`config.mk`:
```
export PLATFORM = sky130hd
export DESIGN_NAME = seq_run_detector
export DESIGN_NICKNAME = d
export VERILOG_FILES = /design/src/rtl/seq_run_detector.sv
export SDC_FILE = /design/constraint.sdc
export NUM_CORES = 1
export LEC_CHECK = 0
export ABC_AREA = 1
export CAP_MARGIN = 40
export CORE_MARGIN = 4
export CORE_UTILIZATION = 50
export CTS_CLUSTER_DIAMETER = 80
export DETAILED_ROUTE_END_ITERATION = 7
export GPL_TIMING_DRIVEN = 0
export PLACE_DENSITY = 0.82
export SYNTH_ARGS = -nofsm -noshare
export SYNTH_HDL_FRONTEND = slang
export SYNTH_SLANG_ARGS = --single-unit
export TNS_END_PERCENT = 1
```
`constraint.sdc`:
```
create_clock -name clk -period 2.1 [get_ports clk]
set_input_delay 0.21 -clock clk [delete_from_list [all_inputs] [get_ports clk]]
set_output_delay 0.21 -clock clk [all_outputs]
set_load 0.02 [all_outputs]
```
`src/rtl/seq_run_detector.sv`:
```
// Run-of-symbols detector: flags RUN_LEN consecutive valid symbols equal to a
// programmable pattern, with Moore/Mealy output select and a saturating event counter.
module seq_run_detector #(
    parameter  int RUN_LEN = 2,
    parameter  int DATA_W  = 1,
    parameter  int CNT_W   = 8,
    localparam int CW      = $clog2(RUN_LEN + 1)
) (
    input  logic              clk,
    input  logic              reset,
    input  logic              in_valid,
    input  logic [DATA_W-1:0] in_data,
    input  logic [DATA_W-1:0] pattern,
    input  logic              mode_mealy,
    input  logic              overlap,
    input  logic              clr_count,
    output logic              out,
    output logic [1:0]        state,
    output logic [CW-1:0]     run_cnt,
    output logic [CNT_W-1:0]  det_count
);

    typedef enum logic [1:0] {
        S_IDLE = 2'd0,
        S_PART = 2'd1,
        S_FULL = 2'd2,
        S_BAD  = 2'd3
    } state_t;

    localparam logic [CW-1:0]    RUN_MAX  = CW'(RUN_LEN);
    localparam logic [CW-1:0]    RUN_LAST = CW'(RUN_LEN - 1);
    localparam logic [CW-1:0]    RUN_ONE  = CW'(1);
    localparam logic [CNT_W-1:0] CNT_MAX  = {CNT_W{1'b1}};
    localparam logic [CNT_W-1:0] CNT_ONE  = CNT_W'(1);

    state_t            state_r, state_s;
    logic [CW-1:0]     run_cnt_r, run_cnt_s;
    logic              det_q_r, det_q_s;
    logic [CNT_W-1:0]  det_count_r, det_count_s;
    logic              match_s, det_s;

    // Match and detection terms from the current run count
    always_comb begin
        match_s = in_valid & (in_data == pattern);
        det_s   = match_s & ((run_cnt_r == RUN_LAST) | (overlap & (run_cnt_r == RUN_MAX)));
    end

    // Next run count and the state derived from it
    always_comb begin
        run_cnt_s = run_cnt_r;
        state_s   = state_r;
        if (state_r == S_BAD) begin
            run_cnt_s = '0;
        end else if (!in_valid) begin
            run_cnt_s = run_cnt_r;
        end else if (!match_s) begin
            run_cnt_s = '0;
        end else if (det_s) begin
            run_cnt_s = overlap ? RUN_MAX : '0;
        end else if (run_cnt_r >= RUN_MAX) begin
            // Saturated run left over after overlap was turned off: restart
            run_cnt_s = '0;
        end else begin
            run_cnt_s = run_cnt_r + RUN_ONE;
        end

        if (run_cnt_s == '0) begin
            state_s = S_IDLE;
        end else if (run_cnt_s < RUN_MAX) begin
            state_s = S_PART;
        end else begin
            state_s = S_FULL;
        end
    end

    // Moore flag and detection counter next values
    always_comb begin
        det_q_s     = det_q_r;
        det_count_s = det_count_r;
        if (in_valid) begin
            det_q_s = det_s;
        end else begin
            det_q_s = det_q_r;
        end
        if (clr_count) begin
            det_count_s = '0;
        end else if (det_s && (det_count_r != CNT_MAX)) begin
            det_count_s = det_count_r + CNT_ONE;
        end else begin
            det_count_s = det_count_r;
        end
    end

    // State, run count, Moore flag and counter registers
    always_ff @(posedge clk or posedge reset) begin
        if (reset) begin
            state_r     <= S_IDLE;
            run_cnt_r   <= '0;
            det_q_r     <= 1'b0;
            det_count_r <= '0;
        end else begin
            state_r     <= state_s;
            run_cnt_r   <= run_cnt_s;
            det_q_r     <= det_q_s;
            det_count_r <= det_count_s;
        end
    end

    assign out       = mode_mealy ? det_s : det_q_r;
    assign state     = state_r;
    assign run_cnt   = run_cnt_r;
    assign det_count = det_count_r;

endmodule

```
==> PnR_summary.wiki, run 1 <==
{| class="wikitable"
! Metric !! Value
|-
| Critical path's slowest cell || sky130_fd_sc_hd__clkdlybuf4s50_1
|-
| Clock latency on the worst-skew pair || roughly 280 ps
|-
| Placement row count || 14
|-
| Clock slew at the register clock pins of the worst setup and hold paths || 90 ps
|-
| Drt via density || 4.96
|-
| Gpl congestion || about 0.75
|-
| Sum of routed wire length over all layers || 1710 um
|-
| IR Drop Worst-Case VDD || 0.492 mV
|-
| Skew final || 12.8 ps
|-
| Placed cell count || 147
|-
| Post-cts sizing count || 0
|-
| Half-perimeter wire length after placement || 1320 um
|-
| Count of nets after finishing || 145
|-
| Final Cycle Share || 77.2%
|-
| Sequence of cells on the critical path || clkdlybuf4s50_1 > inv_1 > nand2_1 > nand2_1 > nor2_4 > nand2_1 > a21oi_1 > dlymetal6s2s_1
|-
| Cell accounting for the most synthesized area || sky130_fd_sc_hd__dfrtp_1
|-
| Number of nets produced by synthesis || 121
|-
| Clock Path Buffers || 2
|-
| Cell area after layout || 0.00104 mm2
|-
| Number of global-route vias before repair || 665
|-
| Total routing usage reported by global routing || 17.1%
|-
| Leak pwr || 0.504 nW
|-
| Share of final-layout standard cells stronger than drive strength 1 || 9.63%
|-
| Iteration-0 DRC Markers || 11
|-
| Data required, critical path || 1890 ps
|-
| Post-Syn Area || roughly 800 um2
|-
| Maximum fanout encountered on the critical timing path || 4
|-
| Measured slew at the worst slew-check pin || 496 ps
|-
| Final setup TNS || 0 ps
|-
| Number of remaining DRC errors || 0
|-
| # setup viols final || 0
|-
| Chip height || 48.0 um
|-
| Number of failing hold endpoints at the final stage || 0
|-
| Post-route ant nets || 0
|-
| Yosys warnings || 0
|-
| Mapped Cells || between 100 and 150
|-
| Final cell count without fillers || between 150 and 200
|-
| Die outline area || ~0.0023 mm2
|-
| Unrepaired setup endpoints after global routing || no
|-
| Sequential share of the synthesized area || 40.8%
|-
| Wire length of the first global-routing pass || 2750 um
|-
| Worst setup slack for register-to-register paths || about 680 ps
|-
| Core area || between 0.0015 and 0.002 mm2
|-
| Area post-placement || about 0.001 mm2
|-
| Final antenna diode count || 0
|-
| Proportion of netlist area held by the largest area contributor || between 40% and 50%
|-
| Count of filler cells inserted in the layout || around 140
|-
| Top achievable clock speed || roughly 620 MHz
|-
| Number of setup buffers added after CTS || 0
|-
| Critical path launch point type || input pin
|-
| Routed vias || about 750
|-
| Initial core utilization || 53.0%
|-
| Drt first pass iters || 4
|-
| Min-Delay Path Class || input pin to asynchronous set/reset pin
|-
| CP max stage delay || 450 ps
|-
| Startpoint-to-endpoint class of the critical path || input pin to output port
|-
| TritonCTS clock tree || yes
|-
| TritonCTS sink count || 13
|-
| Total congestion overflow after global routing || 0
|-
| Hold-fix buffer count after cts || 0
|-
| Minimum clock period after layout || roughly 1600 ps
|-
| PD cells || 568 mW/mm2
|-
| Most repeated library cell on the critical path || sky130_fd_sc_hd__nand2_1
|-
| Slew margin rel. || 66.9%
|-
| Number of CTS-inserted buffers || 3
|-
| Number of I/O port buffers || 19
|-
| Pin count of the biggest net entering global routing || 14
|-
| Max Transition Viols Final || 0
|-
| Synthesized flop and latch total || 13
|-
| Horizontal die dimension || between 40 and 50 um
|-
| Arrival time worst endpoint || 1410 ps
|-
| Max-capacitance violation count || 0
|-
| Top-level port count || 21
|-
| Syn_area_per_cell || between 7 and 8 um2
|-
| Antenna violations before repair || 0
|-
| Outcome || finished, final reports clean
|-
| Relative area change from synthesis to final layout || 29.9%
|-
| Clock Tree Root || sky130_fd_sc_hd__clkbuf_4
|-
| Top area cells in the synthesized netlist || sky130_fd_sc_hd__dfrtp_1 (41%), sky130_fd_sc_hd__nand2_1 (19%), sky130_fd_sc_hd__nand3_1 (8.8%), sky130_fd_sc_hd__nor2_1 (6.6%), sky130_fd_sc_hd__inv_1 (5.2%)
|-
| H-tree depth || 1
|-
| Critical path capture point type || output port
|-
| Netlist cell types || 19
|-
| Routed WL per cell || 11.4 um
|}
[synthesized netlist by cell type]
library cell                n
sky130_fd_sc_hd__a21boi_0   2
sky130_fd_sc_hd__a21oi_1    1
sky130_fd_sc_hd__buf_2      1
sky130_fd_sc_hd__clkinv_1   1
sky130_fd_sc_hd__dfrtp_1   13
sky130_fd_sc_hd__ha_1       1
sky130_fd_sc_hd__inv_1     11
sky130_fd_sc_hd__inv_2      1
sky130_fd_sc_hd__nand2_1   40
sky130_fd_sc_hd__nand2_2    3
sky130_fd_sc_hd__nand2_4    1
sky130_fd_sc_hd__nand3_1   14
sky130_fd_sc_hd__nand3_4    1
sky130_fd_sc_hd__nor2_1    14
sky130_fd_sc_hd__nor2_4     3
sky130_fd_sc_hd__nor3_1     1
sky130_fd_sc_hd__o21ai_0    2
sky130_fd_sc_hd__xnor2_1    1
sky130_fd_sc_hd__xor2_1     1
[layout make-up]
cell class / instances / area, um2 / area share (%)
plain buffers: 1 / 5.00 / 0.483
clock buffers: 4 / 26.3 / 2.53
inverters: 13 / 48.8 / 4.70
multi-input cells: 85 / 419 / 40.4
flip-flops and latches: 13 / 325 / 31.4
well taps: 16 / 20.0 / 1.93
repair buffers: 19 / 193 / 18.6
[layout by cell type (no fill, tap or decap), types with 2 or more instances in the layout]
master,count
sky130_fd_sc_hd__dfrtp_1,13
sky130_fd_sc_hd__a21boi_0,2
sky130_fd_sc_hd__nor2_4,3
sky130_fd_sc_hd__nand3_1,14
sky130_fd_sc_hd__inv_1,11
sky130_fd_sc_hd__nand2_1,40
sky130_fd_sc_hd__clkdlybuf4s50_1,18
sky130_fd_sc_hd__nor2_1,14
sky130_fd_sc_hd__nand2_2,3
sky130_fd_sc_hd__clkbuf_4,3
sky130_fd_sc_hd__o21ai_0,2
[flip-flops by register name, summed over array words and instances (netlist names)]
name,count
run_cnt,2
det_count,8
det_q_r,1
state,2
[cells by family after synthesis]
kind of cell | Yosys count | share of synthesized area (%)
xor+xnor | 2 | 2.19
flops | 13 | 40.8
compound gates | 5 | 3.76
buf+inv | 14 | 6.74
fa+ha+maj | 1 | 1.57
simple gates | 77 | 45.0
[power by group]
group	switching [mW]	internal (mW)	leakage (nW)
registers	0.0159	0.269	0.176
clock network	0.0852	0.0737	0.0150
logic	0.0836	0.0615	0.313
total	0.185	0.404	0.504
[metal layers]
metal	track usage, %	wire length (um)	share of wire (%)
met1	21.1	782	46
met2	29.6	853	50
met3	3.76	67	3.9
met4	4.84	11	0.64
met5	0	0	0
[critical path: cells and delay by family]
| family | cells | cell delay, ps |
|---|---|---|
| buffers and inverters | 3 | 720 |
| AND/OR/NAND/NOR | 4 | 370 |
| AO/OA/AOI/OAI | 1 | 120 |
[per-stage QoR]
step | util [%] | total power, mW | setup WS (ps) | hold slack (ps)
5_1_grt | 68.9 | 0.618 | 363 | 280
4_1_cts | 68.7 | 0.593 | 75.3 | 259
6_report | 68.9 | 0.589 | 478 | 239
2_1_floorplan | - | 0.372 | 707 | 87.0
3_3_place_gp | 66.9 | 0.432 | 108 | 466
3_5_place_dp | 66.9 | 0.436 | 74.5 | 467
[worst paths after layout]
kind | start | endpoint | depth (start not counted)
min | reset | det_count[0]$_DFFE_PP0P_ | 2
max in group asynchronous | reset | run_cnt[1]$_DFF_PP0_ | 2
max | pattern | out | 8
min reg2reg | det_q_r$_DFFE_PP0P_ | det_q_r$_DFFE_PP0P_ | 2
max reg2reg | det_count[0]$_DFFE_PP0P_ | det_count[6]$_DFFE_PP0P_ | 8
min in group clk | clr_count | det_count[5]$_DFFE_PP0P_ | 4
No activity file was read; power rests on OpenSTA's default activity.
==> run 2: changes to the inputs <==
--- a/config.mk
+++ b/config.mk
@@ -8,11 +8,11 @@
 export ABC_AREA = 1
 export CAP_MARGIN = 40
 export CORE_MARGIN = 4
-export CORE_UTILIZATION = 50
+export CORE_UTILIZATION = 47
 export CTS_CLUSTER_DIAMETER = 80
 export DETAILED_ROUTE_END_ITERATION = 7
 export GPL_TIMING_DRIVEN = 0
-export PLACE_DENSITY = 0.82
+export PLACE_DENSITY = 0.78
 export SYNTH_ARGS = -nofsm -noshare
 export SYNTH_HDL_FRONTEND = slang
 export SYNTH_SLANG_ARGS = --single-unit
==> constraint.sdc (replaced) <==
create_clock -name clk -period 1.6 [get_ports clk]
set_input_delay 0.16 -clock clk [delete_from_list [all_inputs] [get_ports clk]]
set_output_delay 0.16 -clock clk [all_outputs]
set_load 0.02 [all_outputs]
==> run 2 against run 1 <==
Worst setup slack got worse by 420 ps. Critical path depth fell by 7. Flip-flop and latch count unchanged. Clock skew fell by 4.1 ps. Non-clock buffer count is the same. Worst hold slack got worse by 44 ps. Total power grew 32%. Register-to-register slack got worse by 500 ps. Critical endpoint is now det_count[2].
==> PnR_summary.wiki, run 2 (synthesis gave the netlist of run 1 again) <==
{| class="wikitable"
! Metric !! Value
|-
| Post-route ant nets || 0 (unchanged)
|-
| # setup viols final || 0 (unchanged)
|-
| Share of final-layout standard cells stronger than drive strength 1 || 11.9% (was 9.63%)
|-
| Relative area change from synthesis to final layout || 30.7% (was 29.9%)
|-
| Cell area after layout || 0.00104 mm2 (about the same)
|-
| Die outline area || 0.00242 mm2 (was 0.00230 mm2)
|-
| Skew final || 8.67 ps (was 12.8 ps)
|-
| IR Drop Worst-Case VDD || 0.608 mV (was 0.492 mV)
|-
| Commonest non-fill, non-tap cells in the layout || sky130_fd_sc_hd__nand2_1 (39), sky130_fd_sc_hd__clkdlybuf4s50_1 (16), sky130_fd_sc_hd__nor2_1 (14), sky130_fd_sc_hd__nand3_1 (14), sky130_fd_sc_hd__dfrtp_1 (13) (was sky130_fd_sc_hd__nand2_1 (40), sky130_fd_sc_hd__clkdlybuf4s50_1 (18), sky130_fd_sc_hd__nor2_1 (14), sky130_fd_sc_hd__nand3_1 (14), sky130_fd_sc_hd__dfrtp_1 (13))
|-
| Routed vias || 766 (was 749)
|-
| Largest delay share family, worst path || buffers and inverters (unchanged)
|-
| Wire length of the first global-routing pass || 3160 um (was 2750 um)
|-
| TritonCTS clock tree || yes (unchanged)
|-
| Place WS || -336 ps (was 74.5 ps)
|-
| Drt via density || 5.07 (was 4.96)
|-
| Final Cycle Share || slightly below 100%
|-
| Critical path launch point type || register (was input pin)
|-
| Iteration-0 DRC Markers || 21 (was 11)
|-
| Data required, critical path || 1440 ps (was 1890 ps)
|-
| Measured slew at the worst slew-check pin || 509 ps (was 496 ps)
|-
| Number of CTS-inserted buffers || 3 (unchanged)
|-
| Arrival time worst endpoint || 1380 ps (was 1410 ps)
|-
| Minimum clock period after layout || approximately 1500 ps
|-
| Top-level port count || 21 (unchanged)
|-
| Min-Delay Path Class || input pin to asynchronous set/reset pin (unchanged)
|-
| Drt first pass iters || 4 (unchanged)
|-
| Max-capacitance violation count || 0 (unchanged)
|-
| Unrepaired setup endpoints after global routing || no (unchanged)
|-
| Placed cell count || 147 (unchanged)
|-
| Antenna violations before repair || 0 (unchanged)
|-
| Clock Path Buffers || 2 (unchanged)
|-
| Flip-flop count of the largest register after layout || 8 (unchanged)
|-
| Top achievable clock speed || ~650 MHz
|-
| TritonCTS sink count || 13 (unchanged)
|-
| Routed WL per cell || 12.2 um (was 11.4 um)
|-
| Chip height || 49.2 um (was 48.0 um)
|-
| Max Transition Viols Final || 0 (unchanged)
|-
| Core area || 0.00156 mm2 (was 0.00151 mm2)
|-
| Horizontal die dimension || 49.2 um (was 48.0 um)
|-
| Maximum fanout encountered on the critical timing path || 6 (was 4)
|-
| Number of failing hold endpoints at the final stage || 0 (unchanged)
|-
| Final cell count without fillers || 151 (unchanged)
|-
| Power, Total || 0.776 mW (was 0.589 mW)
|-
| Final antenna diode count || 0 (unchanged)
|-
| Leak pwr || 0.530 nW (was 0.504 nW)
|-
| Slew margin rel. || 66.1% (was 66.9%)
|-
| CP max stage delay || 650 ps (was 450 ps)
|-
| Critical path's slowest cell || sky130_fd_sc_hd__clkdlybuf4s50_1 (unchanged)
|-
| Critical path capture point type || output port (unchanged)
|-
| Startpoint-to-endpoint class of the critical path || register to output port (was input pin to output port)
|-
| Clock Tree Root || sky130_fd_sc_hd__clkbuf_4 (unchanged)
|-
| Half-perimeter wire length after placement || 1370 um (was 1320 um)
|-
| Total congestion overflow after global routing || 0 (unchanged)
|-
| Outcome || finished, final reports clean (unchanged)
|-
| Initial core utilization || 51.2% (was 53.0%)
|-
| Total routing usage reported by global routing || 17.1% (about the same)
|-
| Clock latency on the worst-skew pair || 280 ps (about the same)
|-
| Post-layout worst setup margin || 57.8 ps (was 478 ps)
|-
| Gpl congestion || 0.787 (was 0.752)
|-
| Number of remaining DRC errors || 0 (unchanged)
|-
| Area post-placement || 0.00101 mm2 (unchanged)
|-
| Number of global-route vias before repair || 718 (was 665)
|-
| Number of setup buffers added after CTS || 0 (unchanged)
|-
| Count of nets after finishing || 145 (unchanged)
|-
| Startpoint of the lowest-slack register-to-register path || det_count[0]$_DFFE_PP0P_ (unchanged)
|-
| Number of I/O port buffers || 19 (unchanged)
|-
| Most common cell after layout, fill and taps aside || sky130_fd_sc_hd__nand2_1 (unchanged)
|-
| Pin count of the biggest net entering global routing || 14 (unchanged)
|-
| Placement row count || 14 (unchanged)
|-
| Sum of routed wire length over all layers || 1850 um (was 1710 um)
|-
| PD cells || 744 mW/mm2 (was 568 mW/mm2)
|-
| H-tree depth || 1 (unchanged)
|-
| CP Buf/Inv Count || 1 (was 3)
|-
| Sequence of cells on the critical path || clkdlybuf4s50_1 (was clkdlybuf4s50_1 > inv_1 > nand2_1 > nand2_1 > nor2_4 > nand2_1 > a21oi_1 > dlymetal6s2s_1)
|-
| Clock slew at the register clock pins of the worst setup and hold paths || 80 ps (was 90 ps)
|-
| Crit path launch || det_count[2]$_DFFE_PP0P_ (was pattern)
|}
## run 2: changes by cell type in the layout (fill, tap and decap cells not counted)
cell | previous run | this run
sky130_fd_sc_hd__clkdlybuf4s50_1 | 18 | 16
sky130_fd_sc_hd__a21oi_2 | 0 | 1
sky130_fd_sc_hd__nand2_2 | 3 | 4
sky130_fd_sc_hd__a21oi_1 | 1 | 0
sky130_fd_sc_hd__dlymetal6s2s_1 | 1 | 2
sky130_fd_sc_hd__buf_4 | 0 | 1
sky130_fd_sc_hd__nand2_1 | 40 | 39
## run 2: layout make-up
cell class | count | area [um2]
Multi-Input combinational cell | 85 | 425
Timing Repair Buffer | 19 | 193
Inverter | 13 | 48.8
Fill cell | 126 | 515
Sequential cell | 13 | 325
Clock buffer | 4 | 26.3
Tap cell | 16 | 20.0
Buffer | 1 | 5.00
## run 2: worst paths after layout
path / end / slack (ps) / depth (start not counted)
min reg2reg: det_q_r$_DFFE_PP0P_ / 500 / 2
min: det_count[2]$_DFFE_PP0P_ / 190 / 2
max: det_count[2] / 60 / 1
max reg2reg: det_count[3]$_DFFE_PP0P_ / 180 / 8
min in group clk: det_count[6]$_DFFE_PP0P_ / 240 / 4
max in group asynchronous: det_count[5]$_DFFE_PP0P_ / 1060 / 2
## run 2: report_power, final
group / internal, mW / switching [mW] / leakage, nW
registers: 0.353 / 0.0211 / 0.176
clock network: 0.0968 / 0.110 / 0.0150
logic: 0.0815 / 0.114 / 0.339
total: 0.531 / 0.245 / 0.530
## run 2: stage by stage
stage | TNS, ps | hold slack, ps | util [%]
after floorplan | 0 | 37.0 | -
after global placement | -290 | 465 | 64.7
after detailed placement | -336 | 482 | 64.7
after CTS | 0 | 203 | 66.2
after global routing | 0 | 223 | 66.9
final | 0 | 195 | 66.9
## run 2: routing by layer
| layer | share of wire, % | GRT usage, % | wire length, um |
|---|---|---|---|
| met5 | 0 | 0 | 0 |
| met4 | 2.4 | 9.95 | 45 |
| met3 | 5.5 | 2.45 | 101 |
| met2 | 47 | 27.9 | 863 |
| met1 | 45 | 21.3 | 836 |
## run 2: what timing repair did
action | 4_1_cts | 5_1_grt
endpoints found under the hold margin | 0 | 0
hold buffers | 0 | 0
setup endpoints to repair | 1 | 3
resized for setup | 5 | 4
pin swaps | 0 | 1
## run 2: worst reg2reg max path: cells and delay by family, from the launching register on
family / cells / cell delay, ps
simple gates: 7 / 660
fa+ha+maj: 1 / 220
flops: 1 / 430
